File: src/rtl/traffic_ctrl_np.sv
// N-phase traffic-signal controller: demand-driven round-robin greens with
// yellow and all-red clearance, internal countdown, and flashing-yellow night mode.
module traffic_ctrl_np #(
    parameter int NPH = 4,
    parameter int PW  = 2,
    parameter int TW  = 6,
    parameter int YT  = 3,
    parameter int RT  = 1
) (
    input  logic                CLK,
    input  logic                RST,
    input  logic                TICK,
    input  logic                FLASH,
    input  logic [NPH-1:0]      DET,
    input  logic [NPH*TW-1:0]   GT,
    output logic [NPH-1:0]      GRN,
    output logic [NPH-1:0]      YEL,
    output logic [NPH-1:0]      RED,
    output logic [PW-1:0]       PHASE,
    output logic [1:0]          STATE,
    output logic [TW-1:0]       REMAIN
);

    typedef enum logic [1:0] {
        S_GREEN  = 2'b00,
        S_YELLOW = 2'b01,
        S_ALLRED = 2'b10,
        S_FLASH  = 2'b11
    } state_t;

    localparam logic [TW-1:0] YT_LD = TW'(YT);
    localparam logic [TW-1:0] RT_LD = TW'(RT);
    localparam logic [TW-1:0] ONE   = TW'(1);

    state_t          st_reg;
    logic [PW-1:0]   ph_reg;
    logic [PW-1:0]   nxt_reg;
    logic [TW-1:0]   cnt_reg;
    logic            blink_reg;

    logic [TW-1:0]   gt_arr [NPH];
    logic [TW-1:0]   ld_ph;
    logic [TW-1:0]   ld_nxt;
    logic            found;
    logic [PW-1:0]   found_ph;
    int              idx;

    for (genvar gi = 0; gi < NPH; gi++) begin : g_gt
        assign gt_arr[gi] = GT[gi*TW +: TW];
    end

    // A programmed green time of zero still gives a one-tick green.
    assign ld_ph  = (gt_arr[ph_reg]  == '0) ? ONE : gt_arr[ph_reg];
    assign ld_nxt = (gt_arr[nxt_reg] == '0) ? ONE : gt_arr[nxt_reg];

    // Scan from farthest to nearest so the nearest demanding phase wins.
    always_comb begin
        found    = 1'b0;
        found_ph = ph_reg;
        idx      = 0;
        for (int k = NPH - 1; k >= 1; k--) begin
            idx = int'(ph_reg) + k;
            if (idx >= NPH) begin
                idx = idx - NPH;
            end
            if (DET[idx[PW-1:0]]) begin
                found    = 1'b1;
                found_ph = idx[PW-1:0];
            end
        end
    end

    always_ff @(posedge CLK) begin
        if (RST) begin
            st_reg    <= S_ALLRED;
            ph_reg    <= '0;
            nxt_reg   <= '0;
            cnt_reg   <= RT_LD;
            blink_reg <= 1'b0;
        end else if (st_reg != S_FLASH && FLASH) begin
            st_reg    <= S_FLASH;
            blink_reg <= 1'b1;
            cnt_reg   <= '0;
        end else if (st_reg == S_FLASH) begin
            if (!FLASH) begin
                st_reg  <= S_ALLRED;
                cnt_reg <= RT_LD;
                nxt_reg <= '0;
            end else if (TICK) begin
                blink_reg <= ~blink_reg;
            end
        end else if (TICK) begin
            if (cnt_reg > ONE) begin
                cnt_reg <= cnt_reg - ONE;
            end else begin
                case (st_reg)
                    S_GREEN: begin
                        if (found) begin
                            st_reg  <= S_YELLOW;
                            nxt_reg <= found_ph;
                            cnt_reg <= YT_LD;
                        end else begin
                            cnt_reg <= ld_ph;
                        end
                    end
                    S_YELLOW: begin
                        st_reg  <= S_ALLRED;
                        cnt_reg <= RT_LD;
                    end
                    S_ALLRED: begin
                        st_reg  <= S_GREEN;
                        ph_reg  <= nxt_reg;
                        cnt_reg <= ld_nxt;
                    end
                    default: begin
                        st_reg <= S_ALLRED;
                    end
                endcase
            end
        end
    end

    for (genvar gi = 0; gi < NPH; gi++) begin : g_lamp
        logic served;
        assign served   = (ph_reg == PW'(gi));
        assign GRN[gi]  = (st_reg == S_GREEN) && served;
        assign YEL[gi]  = ((st_reg == S_YELLOW) && served) ||
                          ((st_reg == S_FLASH) && blink_reg);
        assign RED[gi]  = (st_reg == S_ALLRED) ||
                          (((st_reg == S_GREEN) || (st_reg == S_YELLOW)) && !served);
    end

    assign PHASE  = ph_reg;
    assign STATE  = st_reg;
    assign REMAIN = cnt_reg;

endmodule

File: config.mk
export PLATFORM = sky130hd
export DESIGN_NAME = traffic_ctrl_np
export DESIGN_NICKNAME = d
export VERILOG_FILES = /design/src/rtl/traffic_ctrl_np.sv
export SDC_FILE = /design/constraint.sdc
export NUM_CORES = 1
export LEC_CHECK = 0
export CORE_AREA = 2 2 69 104
export CTS_BUF_LIST = sky130_fd_sc_hd__clkbuf_2 sky130_fd_sc_hd__clkbuf_4 sky130_fd_sc_hd__clkbuf_8
export DETAILED_ROUTE_END_ITERATION = 8
export DIE_AREA = 0 0 71 106
export GPL_ROUTABILITY_DRIVEN = 0
export GPL_TIMING_DRIVEN = 0
export PLACE_DENSITY = 0.59
export SLEW_MARGIN = 20
export SYNTH_ARGS = -nofsm -noshare
export SYNTH_HDL_FRONTEND = slang
export SYNTH_SLANG_ARGS = --single-unit
File: constraint.sdc
create_clock -name CLK -period 2.9 [get_ports CLK]
set_input_delay 0.435 -clock CLK [delete_from_list [all_inputs] [get_ports CLK]]
set_output_delay 0.435 -clock CLK [all_outputs]
set_load 0.005 [all_outputs]
Word level (Yosys, flattened, before mapping)
Index checks and enable logic that the tools add are counted.

word-level totals
  register bits = 13
  input port bits = 32

cells by class
  add/sub/neg operators = 7
  magnitude comparators = 9
  equality and inequality tests = 13
  mux-type cells = 47
  bitwise operators = 6
  reduce and logical (&&, ||, !) cells = 48

operators by type and width
  operator             number
  $mux 6               11
  $mux 2               17
  $bmux 6 s2           2
  $pmux 6 s3           1
  $ge 3x3->1 const B   5
  $logic_and 1x1->1    14
  $logic_not 6->1      2
  $mux 1               12
  $reduce_bool 2->1    6
  $logic_or 1x1->1     9
  $lt 2x3->1 const B   3
  $reduce_and 3->1     3
  $eq 2x2->1 const B   4
  $reduce_and 4->1     2
  $add 2x2->3 const B  2
  $bmux 1 s2           3
  $gt 6x1->1 const B   1
  $ne 3x3->1 const B   2
  $not 2->3            2
  $reduce_and 6->1     1
  $reduce_bool 6->1    1
  $sub 2x1->2 const B  3
  $sub 6x1->6 const B  1
  $reduce_and 5->1     1
  13 further kinds     22

Logic depth before layout (Yosys ltp)
Gate-level depths: netlist of the first run.

  depth in word-level cells = 14
  depth in mapped cells = 8
  gate-level depth less buffers = 7

Least setup slack after synthesis of the first run
Ideal clock, no wire load.

  kind = flip-flop to flip-flop
  start point = register st_reg[1], in the netlist STATE[1]
  end point = register cnt_reg[0], in the netlist REMAIN[0]
  setup time = 130 ps
  arrival time = 2120 ps
  required time = 2770 ps
  slack = 650 ps
  cell stages (with the launch flop) = 9
  path buffers = 1
  period minus slack after synthesis = 2250 ps
  cells stage by stage = dfxtp_1 > clkbuf_1 > inv_1 > ha_1 > and2_0 > a2111oi_0 > o21ai_1 > a211oi_1 > o31ai_2

on the way
  longest elaborated chain between the ends = 6
  elaborated cells on any way between the ends = 15
  classes of those cells = 5 x eq/ne; 5 x mux; 5 x reduce/logical

ends and longest elaborated chain
  item                                RTL line  RTL
  start: declaration                  35        state_t st_reg;
  start signal: assignment            75        st_reg <= S_ALLRED;
  start signal: assignment            81        st_reg <= S_FLASH;
  start signal: assignment            86        st_reg <= S_ALLRED;
  $eq 2x2->1 (tied with other cells)  96        case (st_reg)
  $pmux 6 s3                          96
  $mux 6                              93        if (cnt_reg > ONE) begin
  $mux 6                              92        end else if (TICK) begin
  $mux 6                              84        end else if (st_reg == S_FLASH) begin
  $mux 1                              80        end else if (st_reg != S_FLASH && FLASH) begin
  end signal: assignment              94        cnt_reg <= cnt_reg - ONE;
  end signal: assignment              103       cnt_reg <= ld_ph;
  end signal: assignment              113       cnt_reg <= ld_nxt;
  end: declaration                    38        logic [TW-1:0] cnt_reg;

Parallel ways exist; a longest one is shown, timed or not. The select of a mux whose other input is x is not followed.
A chain may end at the register's enable or synchronous reset.

Worst setup path in the final report of the first run
  start point = register ph_reg[1], in the netlist PHASE[1]
  end point = output port RED[0]

on the way
  longest elaborated chain between the ends = 4

ends and longest elaborated chain
  item                      RTL line  RTL
  start: declaration        36        logic [PW-1:0] ph_reg;
  start signal: assignment  112       ph_reg <= nxt_reg;
  $logic_not 2->1           125       assign served = (ph_reg == PW'(gi));
  $logic_not 1->1           130       (((st_reg == S_GREEN) || (st_reg == S_YELLOW)) && !served);
  $logic_and 1x1->1         130
  $logic_or 1x1->1          129       assign RED[gi] = (st_reg == S_ALLRED) ||
  end: declaration          18        output logic [NPH-1:0] RED,

Every way passes these cells.

==> impl_metrics.toml, run 1 <==
[timing]
fin_crit_sh_pct = 94.50
timing_hold_violations_final = 0
setup_tns_ps = 0
rsz0062_at_grt = "no"
fin_skew_ps = 2.161
setup_viol = 0
slew_headroom_pct = 59.65
period_needed_ps = 2741
drv_slew = 0
fmax_mhz = 364.9
tightest_slew_ps = 596.9

[logic_synthesis]
seq_area_frac_synth_pct = 15.99
synthXorXnorAreaFrac_pct = 0.5380
synth_compound_area_share_pct = 22.60
syn_inst = 192
synth_fa_ha_area_share_pct = 8.455
ys_ff_latch = 13
yosys_warnings = 0
synth.area.mux_share_pct = 22.29
synth_edf_count = 0
synth.distinct_cells = 55
syn_nets = 235
async_reset_ff_share_pct = 0
synthFlopType = "dfxtp_1"
synth_area_um2 = 1628
yosys.area_share.simple_pct = 24.83
synth_top_family_by_area = "simple AND/OR/NAND/NOR gates"
avgSynthCellArea_um2 = 8.478

[clocking]
clk-insertion-delay-late_ps = 250
cts_tree = "built"
clock_path_buffers = 2
clkTransAtPathRegs_ps = 60
numCtsBuffers = 3
htree_levels = 1
cts_resized = 0
postCtsSetupBuffers = 0
cts.sinks = 13
holdBufCountCts = 0
cts_root_buf = "clkbuf_8"

[global_route]
antenna_found_initial = 0
track_usage_pct = 13.25
grt_start_max_net_pins = 11
grt_use_met1_pct = 14.10
grt_pass1_vias = 1744
grt_util_met2_pct = 26.44
grt_pass1_wl_mm = 8.190
met3_usage_pct = 0.5687
grt_most_used_layer = "met2"
grt.overflow.total = 0

[finish]
syn_to_final_growth_pct = 40.35
fin_util_pct = 34.04
largest_reg_flops = 6
final_common_cell = "clkdlybuf4s50_1"
nets = 291
layoutNonFillerInstCount = 325
n_antenna_cell = 0
drive_gt1_share_pct = 9.717
num-fill-cells = 715
mostFrequentLayoutCells = "clkdlybuf4s50_1 (51), nand2_1 (20), nor2_1 (14)"

[power]
power_density_nw_per_um2 = 434.3
vdd_ir_drop_max_v = 0.0001823
power.total_w = 0.0009922
leakage_nw = 0.8236

[floorplan]
die_area_um2 = 7526
die_w_um = 71
io_pins = 54
row_count = 37
coreArea_um2 = 6713
die_y_um = 106
initial_utilization_pct = 24.25

[placement]
placed_cells = 321
port_buffers = 51
dp_hpwl_mm = 4.151

[worst_setup_path]
crit_type = "flop to output port"
critPathLaunchType = "flop"
required_ps = 2470
critPathCaptureType = "output port"
critPathMaxFanout = 10
crit_arrival_ps = 2310

[detailed_routing]
routed_wl_mm = 5.076
wire_per_inst_um = 15.62
final_antenna_net_count = 0
via_per_inst = 5.397
routed-via-count = 1754
drc_errors = 0
drtIter0Drc = 135
dr.pass1.iters = 4

[job]
cap_violations = 0

[outcome]
status = "complete, no violations"

[hold_path]
hold_class = "flop to flop"
-- synth_stat cells, drive strengths merged, types with 2 or more instances --
master    n  share of area [%]
o21a      3                1.4
nor2b     4                1.5
a211oi    2               0.92
or3       3                1.2
mux2i     7                4.3
a31oi     4                1.5
nand2    20                4.6
buf       5                1.8
nor4      2               0.77
mux4     12                 17
ha       11                8.5
or4       2               0.92
o21bai    2               0.92
a221oi    4                2.2
inv       7                1.6
a21oi     8                2.7
nor3     10                3.1
dfxtp    13                 16
nand4     2               0.77
clkbuf    8                1.8
nand2b    6                2.3
and2      5                1.9
a2111oi   3                2.4
nor4b     2                1.1
o21ai     9                2.8
o22ai     3                1.2
nor2     14                3.2
-- layer usage --
metal / share of wire, % / wire length, um
met1: 38 / 1939
met2: 57 / 2876
met3: 3.0 / 150
met4: 2.2 / 110
met5: 0 / 0
-- final timing paths --
path,from,endpoint,slack [ps],depth (start not counted)
worst max-delay path,PHASE[1]$_SDFFE_PP0P_,RED[0],160,6
worst min-delay path,blink_reg$_SDFFE_PP0P_,blink_reg$_SDFFE_PP0P_,510,2
worst max register to register,STATE[1]$_SDFFE_PP1P_,REMAIN[0]$_SDFFE_PP1P_,270,8
worst min register to register,blink_reg$_SDFFE_PP0P_,blink_reg$_SDFFE_PP0P_,510,2
-- worst max-delay path: stages, from the launching register on --
cell and delay [ps]:
dfxtp_1 390, buf_2 260, buf_1 380, inv_1 120
ha_1 230, mux2i_1 140, clkdlybuf4s50_1 530
-- kinds of logic after synthesis --
family / count (synthesis)
buffers and inverters: 20
adder cells (fa/ha/maj): 11
XOR/XNOR: 1
flip-flops: 13
multiplexers: 20
AO/OA/AOI/OAI: 50
AND/OR/NAND/NOR: 77
-- where the power goes --
part	internal [W]	switching (W)	leakage (nW)
Clock	0.000107	0.0000792	0.0262
Combinational	0.000268	0.000305	0.691
Sequential	0.000202	0.0000315	0.106
-- final cells by class --
| type | instances | area [um2] | area share (%) |
|---|---|---|---|
| multi-input combinational | 159 | 1281 | 56.08 |
| timing repair buffer | 51 | 510.5 | 22.34 |
| sequential | 13 | 260.3 | 11.39 |
| tap | 78 | 97.59 | 4.272 |
| buffer | 13 | 60.06 | 2.629 |
| clock buffer | 4 | 48.80 | 2.136 |
| inverter | 7 | 26.28 | 1.150 |
-- metrics by stage --
stage | hold WS [ps] | cell area [um2] | setup slack (ps)
2_1_floorplan | 484.5 | 1628 | 650.3
3_3_place_gp | 503.3 | 2236 | 282.0
3_5_place_dp | 499.6 | 2236 | 288.4
4_1_cts | 513.2 | 2285 | 146.2
5_1_grt | 533.9 | 2285 | 40.07
6_report | 512.5 | 2285 | 159.5
Power figures use the tool's default switching activity.
==> inputs of run 2 (changes only) <==
- CAP_MARGIN: default -> 30
- CORE_AREA: 2 2 69 104 -> 2 2 84 86
- DIE_AREA: 0 0 71 106 -> 0 0 86 88
- REMOVE_ABC_BUFFERS: default -> 1
==> run 2 against run 1 <==
Clock power shrank 4%. Sequential power up 4%. Highest routed layer unchanged. Sequential share of layout area grew 0.24 points. Power fell by 3.3%. Critical path depth decreased by 2. Via count down 5.4%.
==> impl_metrics.toml, run 2 (synthesis results as in run 1) <==
[worst_setup_path]
crit_path_cell_trace = "ha_1 -> nand2_1 -> nand2_1 -> clkdlybuf4s50_1"
critPathCaptureType = "output port"
crit_type = "flop to output port"
setup.worst_path.start = "STATE[1]$_SDFFE_PP1P_"
crit_top_cell = "nand2_1"
crit_arrival_ps = 2140
critPathLaunchType = "flop"
critPathMaxFanout = 13
required_ps = 2470
crit-reg2reg-launch = "PHASE[1]$_SDFFE_PP0P_"
cpPeakStageDelay_ps = 570
critPathSlowestCell = "dfxtp_1"

[placement]
port_buffers = 53
placed_cells = 312
dp_hpwl_mm = 3.498

[timing]
setup_viol = 0
tightest_slew_ps = 772.6
fin_crit_sh_pct = 88.76
fin_skew_ps = 3.247
drv_slew = 0
fmax_mhz = 388.5
holdWs_ps = 521.3
period_needed_ps = 2574
setup_tns_ps = 0
rsz0062_at_grt = "no"
timing_hold_violations_final = 0
slew_headroom_pct = 48.30

[hold_path]
hold_class = "flop to flop"
hp-start = "blink_reg$_SDFFE_PP0P_"

[finish]
multi_input_area_um2 = 1281
largest_reg_flops = 6
fin_util_pct = 33.84
layoutNonFillerInstCount = 316
num-fill-cells = 702
seqCellArea_um2 = 261.5
drive_gt1_share_pct = 8.898
n_antenna_cell = 0
nets = 280
mostFrequentLayoutCells = "clkdlybuf4s50_1 (53), nand2_1 (20), nor2_1 (14)"
final_common_cell = "clkdlybuf4s50_1"
syn_to_final_growth_pct = 38.12

[global_route]
track_usage_pct = 11.77
grt_start_max_net_pins = 22
antenna_found_initial = 0
grt_pass1_wl_mm = 7.334
grt.overflow.total = 0
grt_pass1_vias = 1596

[clocking]
cts.sinks = 13
numCtsBuffers = 3
clk-insertion-delay-late_ps = 240
htree_levels = 1
cts_tree = "built"
clkTransAtPathRegs_ps = 60
postCtsSetupBuffers = 0
cts_root_buf = "clkbuf_8"
clock_path_buffers = 2

[floorplan]
die_y_um = 88
io_pins = 54
initial_utilization_pct = 24.50
die_w_um = 86
die_area_um2 = 7568
row_count = 30
coreArea_um2 = 6644

[detailed_routing]
routed-via-count = 1660
via_per_inst = 5.253
drc_errors = 0
routed_wl_mm = 4.365
wire_per_inst_um = 13.81
final_antenna_net_count = 0
dr.pass1.iters = 4
drtIter0Drc = 94

[power]
leakage_nw = 0.7984
vdd_ir_drop_max_v = 0.0001550
power_density_nw_per_um2 = 426.8

[outcome]
status = "complete, no violations"

[job]
cap_violations = 0
-- run 2: cell types whose count changed in the layout (fill, tap and decap cells not counted), sizes merged --
cell	previous run	this run
buf	5	0
clkbuf	12	4
clkdlybuf4s50	51	53
-- run 2: metal layers --
layer	vias up	part of all wire, %	global-route usage [%]
met5	-	0	0
met4	0	0.78	3.463
met3	4	3.7	1.602
met2	39	50	19.66
met1	786	46	15.84
li1	831	-	-
-- run 2: repair_timing --
item	in CTS	in global routing
setup endpoints to repair	0	1
resized for setup	0	1
hold buffers	0	0
-- run 2: cell type report --
cell class | count | area share [%]
multi-input cells | 159 | 56.98
well taps | 80 | 4.452
clock buffers | 4 | 2.170
inverters | 7 | 1.169
flip-flops and latches | 13 | 11.63
repair buffers | 53 | 23.59
-- run 2: worst max-delay path, delay by kind of cell (launching register included) --
family                     cells  cell delay [ps]
buffers and inverters          1              510
adders and majority gates      1              510
DFF                            1              570
and+or+nand+nor                2              320
-- run 2: per-stage QoR --
| step | power (W) | cell area [um2] | setup slack, ps |
|---|---|---|---|
| floorplan | 0.0005689 | 1568 | 663.3 |
| global placement | 0.0007820 | 2198 | 295.4 |
| detailed placement | 0.0007886 | 2198 | 289.1 |
| CTS | 0.0009672 | 2247 | 161.4 |
| global route | 0.001037 | 2248 | 106.8 |
| finish | 0.0009597 | 2248 | 325.8 |
-- run 2: path summary, 6_finish.rpt --
check / cells after the start / slack, ps / endpoint
worst max register to register: 5 / 330 / REMAIN[5]$_SDFFE_PP0P_
worst min register to register: 2 / 520 / blink_reg$_SDFFE_PP0P_
worst min-delay path: 2 / 520 / blink_reg$_SDFFE_PP0P_
worst max-delay path: 4 / 330 / YEL[3]
-- run 2: report_power, final --
group          switching (W)  total [W]  internal (W)
combinational       0.000276   0.000539      0.000263
sequential         0.0000406   0.000243      0.000202
clock              0.0000714   0.000178      0.000107
total               0.000388   0.000960      0.000572
==> inputs of run 3 (changes only) <==
- CAP_MARGIN: 30 -> default
- CTS_CLUSTER_DIAMETER: default -> 50
==> results of run 3 <==
Final layout, timing and power as in run 2 (identical DEF).
